===== src/rtl/dp_pkg.sv =====
// Shared types, width derivations and arithmetic helpers for the streaming
// dot-product engine.
package dp_pkg;

  localparam int SAT_MAX_W = 64;

  localparam logic signed [SAT_MAX_W-1:0] RELU_FLOOR = '0;

  typedef enum logic {
    IDLE  = 1'b0,
    ACCUM = 1'b1
  } fsm_state_t;

  typedef struct packed {
    logic first;
    logic last;
    logic relu;
  } beat_tag_t;

  // Signed weight times zero-extended unsigned pixel.
  function automatic int prod_w(input int pixel_w, input int weight_w);
    return weight_w + pixel_w + 1;
  endfunction

  function automatic int len_w(input int max_len);
    return $clog2(max_len + 1);
  endfunction

  function automatic int lane_lsb(input int lane, input int width);
    return lane * width;
  endfunction

  function automatic logic signed [SAT_MAX_W-1:0] saturate(
    input logic signed [SAT_MAX_W-1:0] value,
    input int                          width
  );
    logic signed [SAT_MAX_W-1:0] hi;
    logic signed [SAT_MAX_W-1:0] lo;
    hi = (64'sd1 <<< (width - 1)) - 64'sd1;
    lo = -hi - 64'sd1;
    if (value > hi) return hi;
    if (value < lo) return lo;
    return value;
  endfunction

  function automatic logic is_clipped(
    input logic signed [SAT_MAX_W-1:0] value,
    input int                          width
  );
    return saturate(value, width) != value;
  endfunction

endpackage


===== src/rtl/dp_lane_mul_pipe.sv =====
// Per-lane multipliers and lane adder tree followed by a MUL_DELAY-deep
// register pipeline carrying valid and beat tags; freezes when en is low.
module dp_lane_mul_pipe
  import dp_pkg::*;
#(
  parameter int LANES     = 1,
  parameter int PIXEL_W   = 10,
  parameter int WEIGHT_W  = 19,
  parameter int MUL_DELAY = 6,
  parameter int ACC_W     = 40
) (
  input  logic                        clk,
  input  logic                        rst_n,
  input  logic                        en,
  input  logic                        in_valid,
  input  beat_tag_t                   in_tag,
  input  logic [LANES*PIXEL_W-1:0]    in_pixels,
  input  logic [LANES*WEIGHT_W-1:0]   in_weights,
  output logic                        out_valid,
  output beat_tag_t                   out_tag,
  output logic signed [ACC_W-1:0]     out_sum
);

  localparam int PROD_W = prod_w(PIXEL_W, WEIGHT_W);

  logic signed [PROD_W-1:0] lane_prod [LANES];
  logic signed [ACC_W-1:0]  sum_c;

  logic                     vld_q [MUL_DELAY];
  beat_tag_t                tag_q [MUL_DELAY];
  logic signed [ACC_W-1:0]  sum_q [MUL_DELAY];

  for (genvar gi = 0; gi < LANES; gi++) begin : g_lane
    logic signed [WEIGHT_W-1:0] w;
    logic signed [PIXEL_W:0]    p;
    assign w = $signed(in_weights[lane_lsb(gi, WEIGHT_W) +: WEIGHT_W]);
    assign p = $signed({1'b0, in_pixels[lane_lsb(gi, PIXEL_W) +: PIXEL_W]});
    assign lane_prod[gi] = PROD_W'(w) * PROD_W'(p);
  end

  always_comb begin
    sum_c = '0;
    for (int k = 0; k < LANES; k++) begin
      sum_c = sum_c + ACC_W'(lane_prod[k]);
    end
  end

  // The multiply/add logic feeds a plain delay line so synthesis can retime
  // it across the MUL_DELAY stages.
  always_ff @(posedge clk or negedge rst_n) begin
    if (!rst_n) begin
      for (int i = 0; i < MUL_DELAY; i++) begin
        vld_q[i] <= 1'b0;
        tag_q[i] <= '0;
        sum_q[i] <= '0;
      end
    end else if (en) begin
      vld_q[0] <= in_valid;
      tag_q[0] <= in_tag;
      sum_q[0] <= sum_c;
      for (int i = 1; i < MUL_DELAY; i++) begin
        vld_q[i] <= vld_q[i-1];
        tag_q[i] <= tag_q[i-1];
        sum_q[i] <= sum_q[i-1];
      end
    end
  end

  assign out_valid = vld_q[MUL_DELAY-1];
  assign out_tag   = tag_q[MUL_DELAY-1];
  assign out_sum   = sum_q[MUL_DELAY-1];

endmodule


===== src/rtl/dot_product_stream.sv =====
// Streaming fixed-point dot product: tags beats into vectors, accumulates
// them, and emits one saturated (optionally ReLU'd) result per vector.
module dot_product_stream
  import dp_pkg::*;
#(
  parameter int LANES       = 1,
  parameter int PIXEL_W     = 10,
  parameter int WEIGHT_W    = 19,
  parameter int WEIGHT_FRAC = 16,
  parameter int MUL_DELAY   = 6,
  parameter int ACC_W       = 40,
  parameter int OUT_W       = 26,
  parameter int MAX_LEN     = 1024,
  localparam int LEN_W      = len_w(MAX_LEN)
) (
  input  logic                      clk,
  input  logic                      GlobalReset,
  input  logic [LEN_W-1:0]          cfg_len,
  input  logic                      cfg_relu,
  input  logic                      in_valid,
  output logic                      in_ready,
  input  logic [LANES*PIXEL_W-1:0]  in_pixels,
  input  logic [LANES*WEIGHT_W-1:0] in_weights,
  output logic                      out_valid,
  input  logic                      out_ready,
  output logic [OUT_W-1:0]          out_value,
  output logic                      out_sat
);

  if (MUL_DELAY < 1 || WEIGHT_FRAC >= WEIGHT_W || OUT_W > ACC_W) begin : g_bad_params
    $error("dot_product_stream: illegal parameter set");
  end

  fsm_state_t                  state_reg;
  logic [LEN_W-1:0]            len_reg;
  logic                        relu_reg;
  logic [LEN_W-1:0]            cnt_reg;
  logic                        rdy_en_reg;

  logic                        cap_valid_reg;
  beat_tag_t                   cap_tag_reg;
  logic [LANES*PIXEL_W-1:0]    cap_pix_reg;
  logic [LANES*WEIGHT_W-1:0]   cap_wt_reg;

  logic                        pipe_valid;
  beat_tag_t                   pipe_tag;
  logic signed [ACC_W-1:0]     pipe_sum;

  logic signed [ACC_W-1:0]     acc_reg;
  logic                        acc_valid_reg;
  logic                        acc_last_reg;
  logic                        acc_relu_reg;

  logic                        acc_done;
  logic                        stall;
  logic                        fire;
  logic [LEN_W-1:0]            first_len;
  logic [LEN_W-1:0]            cnt_next;
  logic signed [SAT_MAX_W-1:0] v_ext;

  // A finished vector waiting behind an unconsumed result freezes everything.
  assign acc_done  = acc_valid_reg & acc_last_reg;
  assign stall     = out_valid & ~out_ready & acc_done;
  assign in_ready  = rdy_en_reg & ~stall;
  assign fire      = in_valid & in_ready;
  assign first_len = (cfg_len == '0) ? LEN_W'(1) : cfg_len;
  assign cnt_next  = cnt_reg + LEN_W'(1);

  always_ff @(posedge clk or negedge GlobalReset) begin
    if (!GlobalReset) begin
      state_reg     <= IDLE;
      len_reg       <= '0;
      relu_reg      <= 1'b0;
      cnt_reg       <= '0;
      rdy_en_reg    <= 1'b0;
      cap_valid_reg <= 1'b0;
      cap_tag_reg   <= '0;
      cap_pix_reg   <= '0;
      cap_wt_reg    <= '0;
    end else begin
      rdy_en_reg <= 1'b1;
      if (!stall) cap_valid_reg <= fire;
      if (fire) begin
        cap_pix_reg <= in_pixels;
        cap_wt_reg  <= in_weights;
        case (state_reg)
          IDLE: begin
            len_reg     <= first_len;
            relu_reg    <= cfg_relu;
            cnt_reg     <= LEN_W'(1);
            cap_tag_reg <= '{first: 1'b1, last: (first_len == LEN_W'(1)), relu: cfg_relu};
            state_reg   <= (first_len == LEN_W'(1)) ? IDLE : ACCUM;
          end
          ACCUM: begin
            cnt_reg     <= cnt_next;
            cap_tag_reg <= '{first: 1'b0, last: (cnt_next == len_reg), relu: relu_reg};
            if (cnt_next == len_reg) state_reg <= IDLE;
          end
          default: state_reg <= IDLE;
        endcase
      end
    end
  end

  dp_lane_mul_pipe #(
    .LANES     (LANES),
    .PIXEL_W   (PIXEL_W),
    .WEIGHT_W  (WEIGHT_W),
    .MUL_DELAY (MUL_DELAY),
    .ACC_W     (ACC_W)
  ) u_mul_pipe (
    .clk        (clk),
    .rst_n      (GlobalReset),
    .en         (~stall),
    .in_valid   (cap_valid_reg),
    .in_tag     (cap_tag_reg),
    .in_pixels  (cap_pix_reg),
    .in_weights (cap_wt_reg),
    .out_valid  (pipe_valid),
    .out_tag    (pipe_tag),
    .out_sum    (pipe_sum)
  );

  always_comb begin
    v_ext = SAT_MAX_W'(acc_reg);
    if (acc_relu_reg && v_ext < RELU_FLOOR) v_ext = RELU_FLOOR;
  end

  always_ff @(posedge clk or negedge GlobalReset) begin
    if (!GlobalReset) begin
      acc_reg       <= '0;
      acc_valid_reg <= 1'b0;
      acc_last_reg  <= 1'b0;
      acc_relu_reg  <= 1'b0;
      out_valid     <= 1'b0;
      out_value     <= '0;
      out_sat       <= 1'b0;
    end else if (!stall) begin
      acc_valid_reg <= pipe_valid;
      acc_last_reg  <= pipe_valid & pipe_tag.last;
      acc_relu_reg  <= pipe_tag.relu;
      if (pipe_valid) acc_reg <= pipe_tag.first ? pipe_sum : acc_reg + pipe_sum;
      // Loading on the same cycle the old result drains avoids a bubble.
      if (acc_done) begin
        out_valid <= 1'b1;
        out_value <= OUT_W'(saturate(v_ext, OUT_W));
        out_sat   <= is_clipped(v_ext, OUT_W);
      end else if (out_ready) begin
        out_valid <= 1'b0;
      end
    end
  end

endmodule


===== config.mk =====
export PLATFORM = sky130hd
export DESIGN_NAME = dot_product_stream
export DESIGN_NICKNAME = d
export VERILOG_FILES = /design/src/rtl/dp_pkg.sv /design/src/rtl/dp_lane_mul_pipe.sv /design/src/rtl/dot_product_stream.sv
export SDC_FILE = /design/constraint.sdc
export NUM_CORES = 1
export LEC_CHECK = 0
export ABC_AREA = 0
export CORE_UTILIZATION = 35
export CTS_CLUSTER_DIAMETER = 150
export DETAILED_ROUTE_END_ITERATION = 8
export GPL_TIMING_DRIVEN = 1
export PLACE_DENSITY = 0.61
export SLEW_MARGIN = 30
export SYNTH_ARGS = -nofsm -noshare
export SYNTH_HDL_FRONTEND = slang
export SYNTH_HIERARCHICAL = 1
export SYNTH_SLANG_ARGS = --single-unit

===== constraint.sdc =====
create_clock -name clk -period 5.6 [get_ports clk]
set_input_delay 0.56 -clock clk [delete_from_list [all_inputs] [get_ports clk]]
set_output_delay 0.56 -clock clk [all_outputs]
set_load 0.01 [all_outputs]

* Yosys cells after proc, flatten, opt, wreduce, memory -nomap -nowiden
Cells that the tools add are included.
** Cells by class
- $mul :: 1
- Muxes and demuxes :: 23
- $add $sub $neg :: 2
- Reduce and logical (&&, ||, !) cells :: 7
- Eq/ne operators :: 3
- Magnitude comparators :: 3
- Bitwise logic cells :: 9
** Operators by type and width (count)
- two-way mux 64 bit :: 7
- greater-than comparator 64 x 26 -> 1 bit, second input constant :: 1
- < comparator 64 x 26 -> 1 bit, second input constant :: 1
- != test 64 bit :: 1
- adder 40 x 30 -> 40 bit :: 1
- < comparator 40 x 1 -> 1 bit, second input constant :: 1
- two-way mux 40 bit :: 1
- multiplier 19 x 11 -> 30 bit :: 1
- case mux 11 bit (2 select lines) :: 1
- adder 11 x 1 -> 11 bit, second input constant :: 1
- == test 11 x 1 -> 1 bit, second input constant :: 1
- == test 11 bit :: 1
- logical NOT 11 bit :: 1
- two-way mux 1 bit :: 11
- two-way mux 11 bit :: 1
- AND reduction 2 bit :: 4
- bitwise AND 1 bit :: 6
- case mux 3 bit (2 select lines) :: 1
- NOT 1 bit :: 3
- case mux 1 bit (2 select lines) :: 1
- nonzero test 2 bit :: 1
- logical AND 1 bit :: 1
** Storage, ports and cells
- Bits in registers :: 333
- Logic and storage cells :: 96

* Logic depth before layout (Yosys ltp)
Gate-level depths: netlist of run 1.
- Depth in word-level cells :: 15
- Gate-level depth with buffers :: 22

* Cells and area by module
The synthesis of run 1 kept the hierarchy.
** Modules (own cells, without submodules)
- dp_lane_mul_pipe :: seq. area each 5104.9 um2, area an instance 14846.7 um2, instances 1, cells an instance 1307
- dot_product_stream :: seq. area each 3228.1 um2, area an instance 7983.9 um2, instances 1, cells an instance 934

* Least setup slack after synthesis of run 1
No wires, ideal clock.
- Path kind :: register -> register
- Start point :: reg cap_pix_reg[7]
- End point :: reg u_mul_pipe/sum_q[228] (netlist bit)
- Library setup time :: 0.125 ns
- Arrival :: 5.543 ns
- Cell stages (with the launch flop) :: 21
- Setup slack :: -0.067 ns
- Path buffers :: 2
- Period minus slack after synthesis :: 5.667 ns
- Cells stage by stage :: dfrtp_1 clkbuf_1 clkbuf_1 nand2_1 fa_1 inv_1 fa_1 fa_1 fa_1 inv_1 fa_1 inv_1 ha_1 nand2_1 o2111ai_1 a21oi_1 a2111o_1 a41o_1 o311ai_4 xor2_1 mux2_2
** Between the ends
- Word-level cells in the longest chain between the ends :: 1
** Ends and longest elaborated chain
- start: declaration :: line dot_product_stream.sv:42 : logic [LANES*PIXEL_W-1:0] cap_pix_reg;
- start signal: assignment :: line dot_product_stream.sv:84 : cap_pix_reg <= in_pixels;
- multiplier 19 x 11 -> 30 bit :: line dp_lane_mul_pipe.sv:38 : assign lane_prod[gi] = PROD_W'(w) * PROD_W'(p);
- end signal: indexed assignment :: line dp_lane_mul_pipe.sv:64 : sum_q[i] <= sum_q[i-1];
- end: declaration :: line dp_lane_mul_pipe.sv:31 : logic signed [ACC_W-1:0] sum_q [MUL_DELAY];
No other way between the ends.
A chain may end at the register's enable or synchronous reset.

* Worst setup path in the final report of run 1
- Start point :: reg cap_pix_reg[7]
- End point :: reg u_mul_pipe/sum_q[226] (netlist bit)
Same word-level chain as after synthesis.

==> metrics.md, run 1 <==
| Metric | Value |
|---|---|
| Status | `complete, no violations` |
| Sequential fraction of the synthesis area | `36.5%` |
| Post-Syn Area | `22800 sq um` |
| Port Buffer Count | `73` |
| Critical Path AT | `5.87 ns` |
| R2R Setup Slk | `0.17 ns` |
| Hold path startpoint | `cap_tag_reg[2]` |
| H-tree depth | `2` |
| Top-count cell post-synth | `dfrtp_1` |
| Final number of hold-violating endpoints | `0` |
| Period minus WS final | `5.43 ns` |
| Req. time, crit path | `6.04 ns` |
| Pre-antenna DRT Iters | `7` |
| Final wirelength | `46.5 mm` |
| Antenna viol nets, final | `0` |
| N_diodes | `0` |
| Clock skew | `0.0216 ns` |
| Worst-path clk slew | `0.06 ns` |
| Wire per inst | `14.6 um` |
| Cts bufs inserted | `39` |
| Peak VDD IR | `0.293 mV` |
| Grt ovf | `0` |
| Most used cell along the critical path | `fa_1` |
| Clock Path Buffers | `3` |
| Routed vias | `15300` |
| Max_cap viols | `0` |
| Pwr per Cell Area | `604 nW/um^2` |
| R2r startpoint | `cap_pix_reg[7]` |
| Die W | `257 um` |
| HPWL Detailed | `34.0 mm` |
| Largest register FFs | `150` |
| Fmax achieved | `184 MHz` |
| Clk Latency, worst-skew pair | `0.55 ns` |
| Synth warnings | `6` |
| Ys async rst share | `100%` |
| Startpoint Class | `register` |
| DR iter-0 viols | `1069` |
| # rows | `93` |
| Vias per cell | `4.82` |
| Leak | `0.0123 uW` |
| Layout Utilization | `40.7%` |
| First-pass GRT wire length | `79.7 mm` |
| Layout area overhead | `15.0%` |
| CTS tree | `yes` |
| Root Driver | `clkbuf_16` |
| Dominant cell type by area after synthesis | `dfrtp_1` |
| Clock tree sinks | `333` |
| Synth top cells by count | `333 x dfrtp_1, 289 x nand2_1, 246 x inv_1` |
| Crit-path max FO | `5` |
| Layout cell share with drive strength beyond 1 | `18.6%` |
| GRT Util Overall | `14.3%` |
| Largest net degree at the start of global routing | `186` |
| Initial antenna violation count | `0` |
| RSZ-0062 raised after global routing | `true` |
| Fill count | `6223` |
| Worst stage delay on the critical path | `0.55 ns` |
| Hold EP | `cap_tag_reg[2]` |
| Syn nets | `2564` |
| Slowest cell on crit path | `fa_1` |
| Number of global-route vias before repair | `15700` |
| Die area | `66300 sq um` |
| Cell variety after synth | `72` |
| Final setup viols | `0` |
| Worst hold path class | `register to register` |
| Die Y-Extent | `257 um` |
| Critical path class | `register to register` |
| Max-slew headroom | `34.9%` |
| Post-synth top flop | `dfrtp_1` |
| Core Region | `64500 sq um` |
| Layout Nets | `2621` |
| Area of placed instances | `24600 sq um` |
| Setup crit end kind | `register` |
| Cells on worst reg2reg path | `19` |
| Slew Limit Fails | `0` |
| Crit-path cells | `clkbuf_4, nand2_1, fa_1, inv_1, fa_1, fa_1, fa_1, inv_1, fa_1, inv_1, ha_1, a21oi_2, o2111ai_2, a21oi_2, a2111o_1, a41o_1, o21ai_0, xor2_1, mux2_2` |
| Multi-input logic area | `13000 sq um` |
| Number of synthesized flops with an enable pin | `0` |
| Design area | `26300 sq um` |
| Worst R2R End | `u_mul_pipe/sum_q[226]` |
| Routability congestion estimate | `0.874` |
| Initial Util | `35.4%` |
| Syn Area/Cell | `10.2 sq um` |
| Worst slew pin tran | `0.977 ns` |
| Top cell type's share of synthesized area | `36.5%` |
| IO Count | `74` |
| Register area | `8350 sq um` |
| Worst Hold Depth | `2` |
| DRC viols | `0` |
| Period Utilization, post-route | `97.0%` |
| Gate Count Post-Synth | `2241` |
| Synth top area cells | `dfrtp_1 36%, fa_1 15%, mux2_2 10%` |
| #FFs+latches synth | `333` |
-- worst max-delay path, delay by kind of cell (launching register included) --
family	cells	cell delay, ns
AO/OA/AOI/OAI	6	1.13
adder cells (fa/ha/maj)	6	2.92
buffers and inverters	4	0.34
flip-flops	1	0.39
multiplexers	1	0.26
AND/OR/NAND/NOR	1	0.10
XOR/XNOR	1	0.15
-- through the flow --
| stage | power (uW) | hold slack, ns | std cells | worst slack (ns) | setup TNS, ns |
|---|---|---|---|---|---|
| final | 15900 | 0.485 | 3183 | 0.168 | 0 |
| after global routing | 17400 | 0.511 | 3183 | -0.0181 | -0.0293 |
| after CTS | 15700 | 0.484 | 3162 | 0.00358 | 0 |
| after detailed placement | 13000 | 0.470 | 3090 | -0.137 | -0.478 |
| after global placement | 12700 | 0.462 | 3089 | -0.0784 | -0.0990 |
| after floorplan | 10900 | 0.264 | 2241 | 0.00756 | 0 |
-- what timing repair did --
action,4_1_cts,5_1_grt
setup endpoints to repair,7,10
hold buffers,1,0
gates resized for setup,9,30
setup buffers,0,20
pin swaps,0,18
endpoints found under the hold margin,63,0
-- layout make-up --
cell class                      instances  area share [%]
Multi-Input combinational cell       1513            49.5
Inverter                              246            3.52
Sequential cell                       333            31.8
Timing Repair Buffer                  165            6.08
Clock buffer                           54            4.20
Tap cell                              855            4.07
Clock inverter                         17           0.857
-- worst max path at each step --
| stage | startpoint | end | slack [ns] |
|---|---|---|---|
| after detailed placement | cap_pix_reg[4] | u_mul_pipe/sum_q[229] | -0.14 |
| after floorplan | cap_pix_reg[3] | u_mul_pipe/sum_q[228] | 0.008 |
| final | cap_pix_reg[7] | u_mul_pipe/sum_q[226] | 0.17 |
| after global placement | cap_pix_reg[4] | u_mul_pipe/sum_q[228] | -0.08 |
| after CTS | cap_pix_reg[4] | u_mul_pipe/sum_q[228] | 0.004 |
| after global routing | cap_pix_reg[2] | u_mul_pipe/sum_q[229] | -0.02 |
-- report_power, final --
| part | internal (uW) | switching [uW] | total (uW) |
|---|---|---|---|
| registers | 3310 | 723 | 4030 |
| logic | 4510 | 4710 | 9220 |
| clock network | 1580 | 1020 | 2600 |
-- metal layers --
| metal | global-route usage, % | vias to the layer above | part of all wire (%) |
|---|---|---|---|
| met2 | 22.9 | 260 | 46 |
| met3 | 1.91 | 60 | 3.6 |
| met4 | 3.81 | 0 | 2.0 |
| li1 | - | 7486 | - |
| met1 | 20.2 | 7523 | 48 |
| met5 | 0 | - | 0 |
-- layout by cell type, fill, tap and decap left out, types with 12 or more instances in the layout --
master,n
dfrtp_1,318
nand2_1,286
inv_1,245
mux2_2,212
fa_1,170
a21oi_1,141
ha_1,104
nor2_1,87
and2_1,83
buf_4,77
o21ai_0,74
clkdlybuf4s50_1,72
xnor2_1,41
clkbuf_16,39
a21o_1,34
xor2_1,32
nand3_1,26
nor3_1,17
and3_1,16
dfrtp_2,15
nand4_1,13
o21a_1,13
a21oi_2,12
-- logic make-up after synthesis --
kind of cell / count (synthesis) / synth area share [%]
buf+inv: 395 / 7.26
fa+ha+maj: 278 / 20.8
xor+xnor: 73 / 2.80
other cells: 1 / 0.0164
flops: 333 / 36.5
mux: 222 / 10.9
compound gates: 362 / 10.2
simple gates: 577 / 11.5
Note: power is estimated with default switching activity, not from simulation.
==> inputs of run 2 (changes only) <==
- ABC_CLOCK_PERIOD_IN_PS: unset -> 5600
==> results of run 2 <==
No change in the layout: final DEF, timing and power equal those of run 1.
